`src/rtl/tdm_demux4_if.sv`:
```
// tdm_demux4_if -- serial slot bus between a TDM source and the 4-way
// demultiplexer. The producer side drives the slot strobe, frame marker,
// serial data and the error-clear request. The demultiplexer side returns
// the slot pointer, the demultiplexed word and the status flags.
// Signal names match the demultiplexer's documented port names.

interface tdm_demux4_if;

    logic       en;
    logic       frame_sync;
    logic       din;
    logic       err_clr;
    logic [2:0] select;
    logic [3:0] D;
    logic       frame_valid;
    logic       sync_err;
    logic       parity_err;

    // Producer / testbench side
    modport master (
        output en,
        output frame_sync,
        output din,
        output err_clr,
        input  select,
        input  D,
        input  frame_valid,
        input  sync_err,
        input  parity_err
    );

    // Demultiplexer side
    modport slave (
        input  en,
        input  frame_sync,
        input  din,
        input  err_clr,
        output select,
        output D,
        output frame_valid,
        output sync_err,
        output parity_err
    );

endinterface : tdm_demux4_if

```
`src/rtl/tdm_demux4.sv`:
```
// tdm_demux4 -- serial time-division demultiplexer, 4 data slots per frame.
//
// A HUNT/RUN FSM waits for frame_sync, then collects one bit per en cycle
// into a shadow register. When the last slot arrives, the completed word is
// loaded into D and frame_valid pulses for one cycle. After lock, missing
// frame_sync pulses are tolerated, so the block flywheels across them. A
// frame_sync that arrives mid-frame raises sticky sync_err and restarts the
// frame at slot 0.
//
// Optional feature, enabled by defining the macro DEMUX_PARITY_EN:
//   * Each frame gets a fifth slot that carries even parity over slots 0-3.
//   * D and frame_valid update on that fifth slot.
//   * A parity mismatch raises sticky parity_err.
// With the macro undefined, frames are 4 slots long and parity_err is 0.

module tdm_demux4 #(
    parameter logic [3:0] D_RESET = 4'h0
) (
    input  logic          clk,
    input  logic          rst_n,
    tdm_demux4_if.slave   bus
);

`ifdef DEMUX_PARITY_EN
    // Slots 0-3 are held in the shadow register; slot 4 carries parity.
    localparam logic [2:0] LAST_SLOT = 3'd4;
    localparam int         SHADOW_W  = 4;
`else
    // Slot 3 goes straight from din into D, so only slots 0-2 are held.
    localparam logic [2:0] LAST_SLOT = 3'd3;
    localparam int         SHADOW_W  = 3;
`endif

    typedef enum logic [0:0] {
        ST_HUNT = 1'b0,
        ST_RUN  = 1'b1
    } state_e;

    state_e              state_q, state_d;
    logic [2:0]          select_q, select_d;
    logic [SHADOW_W-1:0] shadow_q, shadow_d;
    logic [3:0]          d_q, d_d;
    logic                frame_valid_q, frame_valid_d;
    logic                sync_err_q, sync_err_d;
`ifdef DEMUX_PARITY_EN
    logic                parity_err_q, parity_err_d;
`endif

    // Decoded slot events for the current cycle
    logic start_s;       // HUNT: first sync found, this slot is slot 0
    logic early_sync_s;  // RUN: sync arrived before the frame completed
    logic capture_s;     // RUN: ordinary in-frame slot
    logic frame_done_s;  // RUN: the last slot of the frame is being taken

    // Returns cur with bit idx replaced by bit_v. An idx outside the shadow
    // range leaves cur unchanged.
    function automatic logic [SHADOW_W-1:0] shadow_write(
        input logic [SHADOW_W-1:0] cur,
        input logic [2:0]          idx,
        input logic                bit_v
    );
        logic [SHADOW_W-1:0] res;
        res = cur;
        for (int i = 0; i < SHADOW_W; i++) begin
            if (idx == 3'(i)) begin
                res[i] = bit_v;
            end else begin
                res[i] = cur[i];
            end
        end
        return res;
    endfunction

`ifdef DEMUX_PARITY_EN
    // Even-parity bit that makes the 5-bit frame contain an even count of 1s
    function automatic logic even_parity4(input logic [3:0] data);
        return ^data;
    endfunction
`endif

    // Classify the current cycle's slot strobe
    always_comb begin
        start_s      = 1'b0;
        early_sync_s = 1'b0;
        capture_s    = 1'b0;
        frame_done_s = 1'b0;
        if (bus.en == 1'b1) begin
            if (state_q == ST_HUNT) begin
                start_s = bus.frame_sync;
            end else if (bus.frame_sync == 1'b1 && select_q != 3'd0) begin
                early_sync_s = 1'b1;
            end else begin
                capture_s    = 1'b1;
                frame_done_s = (select_q == LAST_SLOT);
            end
        end else begin
            start_s      = 1'b0;
            early_sync_s = 1'b0;
            capture_s    = 1'b0;
            frame_done_s = 1'b0;
        end
    end

    // FSM next state: leave HUNT on the first sync; RUN holds until reset
    always_comb begin
        state_d = state_q;
        case (state_q)
            ST_HUNT: begin
                if (start_s) begin
                    state_d = ST_RUN;
                end else begin
                    state_d = ST_HUNT;
                end
            end
            ST_RUN: begin
                state_d = ST_RUN;
            end
            default: begin
                state_d = ST_HUNT;
            end
        endcase
    end

    // Slot pointer: restart after a sync, wrap at frame end, else advance
    always_comb begin
        select_d = select_q;
        if (start_s || early_sync_s) begin
            select_d = 3'd1;
        end else if (frame_done_s) begin
            select_d = 3'd0;
        end else if (capture_s) begin
            select_d = select_q + 3'd1;
        end else begin
            select_d = select_q;
        end
    end

    // Shadow capture: a sync drops the partial frame and keeps din as slot 0
    always_comb begin
        shadow_d = shadow_q;
        if (start_s || early_sync_s) begin
            shadow_d    = '0;
            shadow_d[0] = bus.din;
        end else if (capture_s && !frame_done_s) begin
            shadow_d = shadow_write(shadow_q, select_q, bus.din);
        end else begin
            shadow_d = shadow_q;
        end
    end

    // Output word and one-cycle valid pulse on frame completion
    always_comb begin
        d_d           = d_q;
        frame_valid_d = 1'b0;
        if (frame_done_s) begin
`ifdef DEMUX_PARITY_EN
            d_d = shadow_q;
`else
            d_d = {bus.din, shadow_q};
`endif
            frame_valid_d = 1'b1;
        end else begin
            d_d           = d_q;
            frame_valid_d = 1'b0;
        end
    end

    // Sticky error flags; a new error event wins over err_clr
    always_comb begin
        sync_err_d = sync_err_q;
        if (early_sync_s) begin
            sync_err_d = 1'b1;
        end else if (bus.err_clr) begin
            sync_err_d = 1'b0;
        end else begin
            sync_err_d = sync_err_q;
        end
`ifdef DEMUX_PARITY_EN
        parity_err_d = parity_err_q;
        if (frame_done_s && (even_parity4(shadow_q) != bus.din)) begin
            parity_err_d = 1'b1;
        end else if (bus.err_clr) begin
            parity_err_d = 1'b0;
        end else begin
            parity_err_d = parity_err_q;
        end
`endif
    end

    // State registers; reset discards any partial frame and re-enters HUNT
    always_ff @(posedge clk or negedge rst_n) begin
        if (!rst_n) begin
            state_q       <= ST_HUNT;
            select_q      <= 3'd0;
            shadow_q      <= '0;
            d_q           <= D_RESET;
            frame_valid_q <= 1'b0;
            sync_err_q    <= 1'b0;
`ifdef DEMUX_PARITY_EN
            parity_err_q  <= 1'b0;
`endif
        end else begin
            state_q       <= state_d;
            select_q      <= select_d;
            shadow_q      <= shadow_d;
            d_q           <= d_d;
            frame_valid_q <= frame_valid_d;
            sync_err_q    <= sync_err_d;
`ifdef DEMUX_PARITY_EN
            parity_err_q  <= parity_err_d;
`endif
        end
    end

    assign bus.select      = select_q;
    assign bus.D           = d_q;
    assign bus.frame_valid = frame_valid_q;
    assign bus.sync_err    = sync_err_q;
`ifdef DEMUX_PARITY_EN
    assign bus.parity_err  = parity_err_q;
`else
    assign bus.parity_err  = 1'b0;
`endif

endmodule : tdm_demux4
```
`src/flat_wrapper.sv`:
```
// flat-port wrapper written by rule: the top's interface ports become plain ports
module tdm_demux4_flat 
#(
    parameter logic [3:0] D_RESET = 4'h0
)
  (clk, rst_n, bus_en, bus_frame_sync, bus_din, bus_err_clr, bus_select, bus_D, bus_frame_valid, bus_sync_err, bus_parity_err);
  tdm_demux4_if bus_i ();
  input  logic clk;
  input  logic rst_n;
  input wire logic [$bits(bus_i.en)-1:0] bus_en;
  input wire logic [$bits(bus_i.frame_sync)-1:0] bus_frame_sync;
  input wire logic [$bits(bus_i.din)-1:0] bus_din;
  input wire logic [$bits(bus_i.err_clr)-1:0] bus_err_clr;
  output wire logic [$bits(bus_i.select)-1:0] bus_select;
  output wire logic [$bits(bus_i.D)-1:0] bus_D;
  output wire logic [$bits(bus_i.frame_valid)-1:0] bus_frame_valid;
  output wire logic [$bits(bus_i.sync_err)-1:0] bus_sync_err;
  output wire logic [$bits(bus_i.parity_err)-1:0] bus_parity_err;
  assign bus_i.en = bus_en;
  assign bus_i.frame_sync = bus_frame_sync;
  assign bus_i.din = bus_din;
  assign bus_i.err_clr = bus_err_clr;
  assign bus_select = bus_i.select;
  assign bus_D = bus_i.D;
  assign bus_frame_valid = bus_i.frame_valid;
  assign bus_sync_err = bus_i.sync_err;
  assign bus_parity_err = bus_i.parity_err;
  tdm_demux4 #(.D_RESET(D_RESET)) u_core (.clk(clk), .rst_n(rst_n), .bus(bus_i));
endmodule
```
`config.mk`:
```
export PLATFORM = sky130hd
export DESIGN_NAME = tdm_demux4_flat
export DESIGN_NICKNAME = d
export VERILOG_FILES = /design/src/rtl/tdm_demux4_if.sv /design/src/rtl/tdm_demux4.sv /design/src/flat_wrapper.sv
export SDC_FILE = /design/constraint.sdc
export NUM_CORES = 1
export LEC_CHECK = 0
export CORE_MARGIN = 2
export CORE_UTILIZATION = 47
export DETAILED_ROUTE_END_ITERATION = 8
export PLACE_DENSITY = 0.76
export SETUP_SLACK_MARGIN = 0.3
export SLEW_MARGIN = 20
export SYNTH_ARGS = -nofsm -noshare
export SYNTH_HDL_FRONTEND = slang
export SYNTH_SLANG_ARGS = --single-unit
export TNS_END_PERCENT = 10
```
`constraint.sdc`:
```
create_clock -name clk -period 1.9 [get_ports clk]
set_input_delay 0.38 -clock clk [delete_from_list [all_inputs] [get_ports clk]]
set_output_delay 0.38 -clock clk [all_outputs]
set_load 0.02 [all_outputs]
```
== After elaboration in Yosys (flattened, before gate mapping) ==
Cells that the tools add are included.
Widths: inputs -> output; s select.

* Equality and inequality tests: 3
* Bitwise logic cells: 1
* Reduce and logical (&&, ||, !) cells: 15
* Muxes and demuxes: 24
* Add/subtract/negate cells: 1

{| class="wikitable"
|+ Operator list
! kind !! count
|-
| $mux 1 || 18
|-
| $mux 3 || 5
|-
| $reduce_bool 2->1 || 5
|-
| $eq 3x2->1 const B || 2
|-
| $reduce_and 2->1 || 3
|-
| $reduce_bool 3->1 || 2
|-
| $add 3x1->3 const B || 1
|-
| $eq 3x1->1 const B || 1
|-
| $logic_not 3->1 || 1
|-
| $logic_and 1x1->1 || 2
|-
| $pmux 1 s2 || 1
|-
| $logic_not 1->1 || 1
|-
| $logic_or 1x1->1 || 1
|-
| $not 1->1 || 1
|}

* Register bits: 13
* Input port bits: 6
* Output and inout port bits: 10

== Longest topological paths before layout ==
Gate-level depths: netlist (run 1).

* Depth after elaboration: 9
* Gate-level depth with buffers: 5

== Least setup slack after synthesis (run 1) ==
OpenSTA, ideal clock, no wires.

* Path type: register to register
* From: register u_core.select_q[0], in the netlist u_core.bus.select[0]
* To: register u_core.d_q[0], in the netlist u_core.bus.D[0]
* Setup time: 0.125 ns
* Stages on the path, launching flop included: 6
* Data arrival time: 1.566 ns
* Setup slack: 0.209 ns
* Data required time: 1.775 ns
* Path buffers: 0
* Cell sequence: dfrtp_1 -> ha_1 -> ha_1 -> nand3_1 -> a21oi_4 -> mux2_2

* Cells in the longest elaborated chain, start to end: 5
* Elaborated cells on any way between the ends: 6
* Classes of those cells: eq/ne (1); mux (3); reduce/logical (2)

{| class="wikitable"
|+ RTL lines
! element !! RTL line !! text
|-
| from (decl) || tdm_demux4.sv:40 || <nowiki>logic [2:0] select_q, select_d;</nowiki>
|-
| from (signal assigned) || tdm_demux4.sv:204 || <nowiki>select_q <= select_d;</nowiki>
|-
| $reduce_bool 3->1 || tdm_demux4.sv:90 || <nowiki>end else if (bus.frame_sync == 1'b1 && select_q != 3'd0) begin</nowiki>
|-
| $logic_and 1x1->1 || tdm_demux4.sv:90 ||
|-
| $mux 1 * || tdm_demux4.sv:90 ||
|-
| $mux 1 * || tdm_demux4.sv:88 || <nowiki>if (state_q == ST_HUNT) begin</nowiki>
|-
| $mux 1 * || tdm_demux4.sv:87 || <nowiki>if (bus.en == 1'b1) begin</nowiki>
|-
| named net u_core.frame_done_s || tdm_demux4.sv:53 || <nowiki>logic frame_done_s;</nowiki>
|-
| to (signal assigned) || tdm_demux4.sv:196 || <nowiki>d_q <= D_RESET;</nowiki>
|-
| to (signal assigned) || tdm_demux4.sv:206 || <nowiki>d_q <= d_d;</nowiki>
|-
| to (decl) || tdm_demux4.sv:42 || <nowiki>logic [3:0] d_q, d_d;</nowiki>
|}

Mark *: on every way through the listed nets, which the timed path passes. The rest lies on a longest branch.
A chain may end at the register's enable or synchronous reset.

== Worst setup path in the final report (run 1) ==
* From: register u_core.select_q[0], in the netlist u_core.bus.select[0]
* To: register u_core.shadow_q[0]

* Cells in the longest elaborated chain, start to end: 9
* Elaborated cells on any way between the ends: 20
* Classes of those cells: eq/ne (1); mux (10); reduce/logical (9)

{| class="wikitable"
|+ RTL lines
! element !! RTL line !! text
|-
| $reduce_bool 3->1 || tdm_demux4.sv:90 ||
|-
| $logic_and 1x1->1 || tdm_demux4.sv:90 ||
|-
| $mux 1 || tdm_demux4.sv:90 ||
|-
| $mux 1 || tdm_demux4.sv:88 ||
|-
| $mux 1 || tdm_demux4.sv:87 ||
|-
| $logic_not 1->1 || tdm_demux4.sv:144 || <nowiki>end else if (capture_s && !frame_done_s) begin</nowiki>
|-
| $logic_and 1x1->1 || tdm_demux4.sv:144 ||
|-
| $reduce_bool 2->1 (no source line) || n/a ||
|-
| $reduce_and 2->1 (no source line) || n/a ||
|-
| to (signal assigned) || tdm_demux4.sv:205 || <nowiki>shadow_q <= shadow_d;</nowiki>
|-
| to (decl) || tdm_demux4.sv:41 || <nowiki>logic [SHADOW_W-1:0] shadow_q, shadow_d;</nowiki>
|}

Several ways; a longest one is shown, not always the timed one.

==> out/metrics.csv, run 1 <==
metric;value;unit
cts_buffers;3;
antenna_left;0;
initial_core_util;51.5;%
outcome;complete, no violations;
synth_edf_count;0;
antenna_found_initial;0;
ir_drop;0.672;mV
wl_per_cell;14.4;µm
endpoint_kind;register;
avgSynthCellArea;11.8;µm²
tightest_slew;0.558;ns
fin_ws;0.173;ns
track_usage;15.9;%
std_cell_rows;13;
r2r_end;u_core.shadow_q[0];
cp.required;2.05;ns
cts_tree;done;
maxSlewViolCount;0;
final_area;911;µm²
n_fill_cell;106;
grt_pass1_vias;493;
clk_pin_slew;0.09;ns
drive_gt1_share;29.1;%
synth_area;687;µm²
first_pass_iters;4;
hp-class;in2async;
layout.cells.non_filler;94;
nets;91;
ys_seq_area_share;47.4;%
relSlewSlack;62.7;%
antennaDiodeCount;0;
max_freq;0.579;GHz
final_cell_mix;clkdlybuf4s50_1 (12), dfrtp_1 (11), inv_1 (5), nand2_1 (5), buf_4 (4);
dpl_worst_slack;0.0667;ns
dieWidth;42.2;µm
holdWs;0.458;ns
cts_buffer_depth;2;
die_area;1780;µm²
pin_count;16;
syn_nets;69;
syn-instance-count;58;
rsz0062_at_grt;yes;
period_minus_slack;1.73;ns
ys_types;22;
cap_violations;0;
place.gp.congestion;0.783;
drc;0;
io_buffer_count;14;
r2r_start;u_core.bus.select[0];
clock_sinks;13;
synth_warnings;0;
placed_area;853;µm²
swShare;38.2;%
cp_max_fo;5;
reg2regPathDepth;5;
dp_hpwl;905;µm
r2r_slack;0.17;ns
worstPathArrival;1.88;ns
wirelength;1360;µm
vias;494;
grt_pass1_wl;2130;µm
cts_max_level;1;
synthArstFlopShare;100;%
cp-start-kind;register;
p_seq_share;34.5;%
fin_crit_sh;90.9;%
path_class;reg2reg;
ys_seq_elements;13;
grt_max_degree;14;
fin_tns_setup;0;ns
core;1330;µm²
grt_overflow;0;
place_inst;87;
setup_viol;0;
clock_power_share;13.0;%
die_h;42.2;µm
p_int;0.818;mW
cts-root-buf;clkbuf_4;
vias_per_cell;5.26;
clk_latency;0.27;ns
finalHoldViolations;0;
drt_iter0_drc;15;
layout_commonest_cell;clkdlybuf4s50_1;
synth_flop_cell;dfrtp_1;
finalClockSkew;0.00904;ns
area_delta_synth_final;32.6;%
comb_power_share;52.5;%
p_switching;0.505;mW
power.density;1450;nW/µm²
cellLeakagePower;0.411;nW
-- sequential cells by signal (all words and copies together), names as in the netlist --
name	cells
u_core.bus.sync_err	1
u_core.shadow_q	3
u_core.bus.D	4
u_core.state_q	1
u_core.bus.frame_valid	1
u_core.bus.select	3
-- critical path, stage by stage, from the launching register on --
cell	delay [ns]
dfrtp_2	0.45
ha_1	0.22
ha_2	0.22
nand2b_1	0.19
mux2i_2	0.21
mux2_4	0.32
-- cell usage after synthesis, drive strengths merged (2+ instances only) --
cell	number	area [µm²]
nand2b	5	43.8
dfrtp	13	325
mux2	5	56.3
a2111oi	2	30.0
ha	5	62.6
o21ai	5	25.0
nand2	6	25.0
inv	6	22.5
mux2i	3	30.0
-- area by class of cell --
cell class                 instances  area [µm²]  area share (%)
clock buffer                       4        26.3            2.88
tap                               15        18.8            2.06
timing repair buffer              18         171            18.8
sequential                        13         328            36.0
inverter                           6        22.5            2.47
multi-input combinational         38         344            37.8
-- power by group through the flow --
stage               Clock, mW  Sequential [mW]  Combinational, mW
floorplan                   0            0.547              0.315
global placement            0            0.465              0.620
detailed placement          0            0.469              0.631
CTS                     0.175            0.464              0.628
global route            0.193            0.476              0.748
finish                  0.172            0.456              0.695
-- metal layers --
layer | track usage [%] | routed length [µm] | vias to the layer above
met4 | 5.63 | 9 | 0
met3 | 5.17 | 58 | 2
met2 | 23.4 | 657 | 11
met1 | 21.8 | 632 | 241
li1 | - | - | 240
met5 | 0 | 0 | -
-- worst max path at each step --
stage	slack (ns)	start	to
4_1_cts	0.19	u_core.bus.select[0]	bus_select[0]
2_1_floorplan	0.31	u_core.bus.select[0]	u_core.shadow_q[0]
3_3_place_gp	0.10	bus_frame_sync	u_core.shadow_q[0]
5_1_grt	0.14	u_core.bus.select[0]	u_core.shadow_q[0]
3_5_place_dp	0.07	bus_frame_sync	u_core.shadow_q[0]
6_report	0.17	u_core.bus.select[0]	u_core.shadow_q[0]
-- per-stage QoR --
stage / utilization [%] / total power, mW
4_1_cts: 65.9 / 1.27
3_5_place_dp: 64.0 / 1.10
6_report: 68.3 / 1.32
5_1_grt: 68.3 / 1.42
2_1_floorplan: - / 0.862
3_3_place_gp: 64.0 / 1.09
-- logic make-up after synthesis --
group                      after synthesis  share of synthesized area, %
DFF                                     13                          47.4
and+or+nand+nor                         13                          12.2
buffers and inverters                    7                          4.37
AOI/OAI and AO/OA                       11                          13.8
adders and majority gates                5                          9.11
other                                    1                         0.546
muxes                                    8                          12.6
-- timing repair --
item,CTS,global route
endpoints found under the setup margin,11,14
hold buffers,0,0
gates resized for setup,1,3
cloned,0,0
hold endpoints to repair,0,0
setup buffers,0,3
Power figures use the tool's default switching activity.
==> inputs of run 2 (changes only) <==
--- a/config.mk
+++ b/config.mk
@@ -8,7 +8,7 @@
 export CORE_MARGIN = 2
 export CORE_UTILIZATION = 47
 export DETAILED_ROUTE_END_ITERATION = 8
-export PLACE_DENSITY = 0.76
+export PLACE_DENSITY = 0.86
 export SETUP_SLACK_MARGIN = 0.3
 export SLEW_MARGIN = 20
 export SYNTH_ARGS = -nofsm -noshare
==> out/metrics.csv, run 2 (synthesis gave the netlist of run 1 again) <==
metric;value;unit;change
outcome;complete, no violations;;
initial_core_util;51.5;%;unchanged
finalHoldViolations;0;;unchanged
fin_tns_setup;0;ns;unchanged
maxSlewViolCount;0;;unchanged
hp-class;in2async;;
dp_hpwl;1070;µm;+18%
cts_buffers;3;;unchanged
power.density;1470;nW/µm²;+1.1%
path_class;reg2reg;;
vias;505;;+2.2%
first_pass_iters;4;;unchanged
setup_viol;0;;unchanged
antennaDiodeCount;0;;unchanged
placed_area;853;µm²;unchanged
cts-root-buf;clkbuf_4;;
io_buffer_count;14;;unchanged
fin_crit_sh;86.9;%;-4.0 points
final_cell_mix;clkdlybuf4s50_1 (12), dfrtp_1 (11), inv_1 (5), nand2_1 (5);;
dieWidth;42.2;µm;unchanged
rsz0062_at_grt;yes;;
die_area;1780;µm²;unchanged
place.gp.congestion;0.846;;+7.9%
vias_per_cell;5.43;;+3.3%
area_delta_synth_final;33.0;%;
finalClockSkew;0.0137;ns;+0.00470 ns
core;1330;µm²;unchanged
worstPathArrival;1.80;ns;-0.08 ns
cp.required;2.05;ns;about the same
cap_violations;0;;unchanged
track_usage;17.7;%;+1.8 points
drive_gt1_share;28.2;%;-0.91 points
drt_iter0_drc;7;;-8
antenna_left;0;;unchanged
fin_ws;0.248;ns;+0.0752 ns
endpoint_kind;register;;
clk_pin_slew;0.08;ns;about the same
clk_latency;0.27;ns;about the same
grt_max_degree;14;;unchanged
grt_pass1_wl;2280;µm;+7.1%
post-route-util;68.5;%;+0.19 points
holdBufCountCts;0;;unchanged
grt_overflow;0;;unchanged
nets;90;;-1.1%
wl_per_cell;14.5;µm;+0.63%
ir_drop;0.822;mV;+22%
max_freq;0.605;GHz;+4.6%
final_area;913;µm²;+0.27%
antenna_found_initial;0;;unchanged
clock_sinks;13;;unchanged
wirelength;1350;µm;-0.44%
grt_pass1_vias;482;;-2.2%
holdWs;0.456;ns;-0.00283 ns
tightest_slew;0.552;ns;-0.00675 ns
cts_tree;done;;
dpl_worst_slack;0.0354;ns;-0.0313 ns
cellLeakagePower;0.407;nW;-0.85%
cts_buffer_depth;2;;unchanged
drc;0;;unchanged
die_h;42.2;µm;unchanged
period_minus_slack;1.65;ns;-0.0752 ns
largest_reg_flops;4;;unchanged
layout_commonest_cell;clkdlybuf4s50_1;;
relSlewSlack;63.1;%;+0.45 points
cts_max_level;1;;unchanged
cp_max_fo;5;;unchanged
pin_count;16;;unchanged
cp-start-kind;register;;
r2r_slack;0.25;ns;+0.08 ns
std_cell_rows;13;;unchanged
-- run 2: per-layer routing --
metal	up-vias	track usage (%)	part of all wire [%]
met3	4	6.47	7.0
met5	-	0	0
met4	0	7.50	2.1
li1	237	-	-
met2	21	28.6	52
met1	243	21.2	39
-- run 2: area by class of cell --
type	count	area, µm²
inverters	6	22.5
clock buffers	4	26.3
flip-flops and latches	13	328
multi-input cells	38	354
repair buffers	17	164
well taps	15	18.8
fillers	101	420
-- run 2: worst max-delay path, cell delays in order, from the launching register on --
cell	delay, ns
dfrtp_2	0.44
ha_1	0.24
ha_4	0.19
nand2b_1	0.15
mux2i_2	0.18
mux2_4	0.33
-- run 2: path summary, 6_finish.rpt --
check	cells after the start	to	startpoint
setup reg to reg	5	u_core.shadow_q[0]	u_core.bus.select[0]
setup / recovery	5	u_core.shadow_q[0]	u_core.bus.select[0]
hold / removal	1	u_core.bus.sync_err	rst_n
max in group asynchronous	1	u_core.bus.select[1]	rst_n
hold reg to reg	1	u_core.bus.D[2]	u_core.bus.D[2]
min in group clk	1	u_core.bus.D[2]	u_core.bus.D[2]
-- run 2: per-stage QoR --
step / std cells / power [mW]
floorplan: 58 / 0.862
global placement: 87 / 1.09
detailed placement: 87 / 1.12
CTS: 91 / 1.28
global route: 93 / 1.43
finish: 93 / 1.34
-- run 2: report_power, final --
group | total (mW) | internal, mW | switching [mW]
sequential | 0.466 | 0.385 | 0.0813
clock | 0.164 | 0.0813 | 0.0831
combinational | 0.711 | 0.358 | 0.353
-- run 2: what timing repair did --
action                     in CTS  in global routing
setup endpoints to repair      11                 14
gates resized for setup         1                  5
cloned                          0                  0
setup buffers                   0                  2
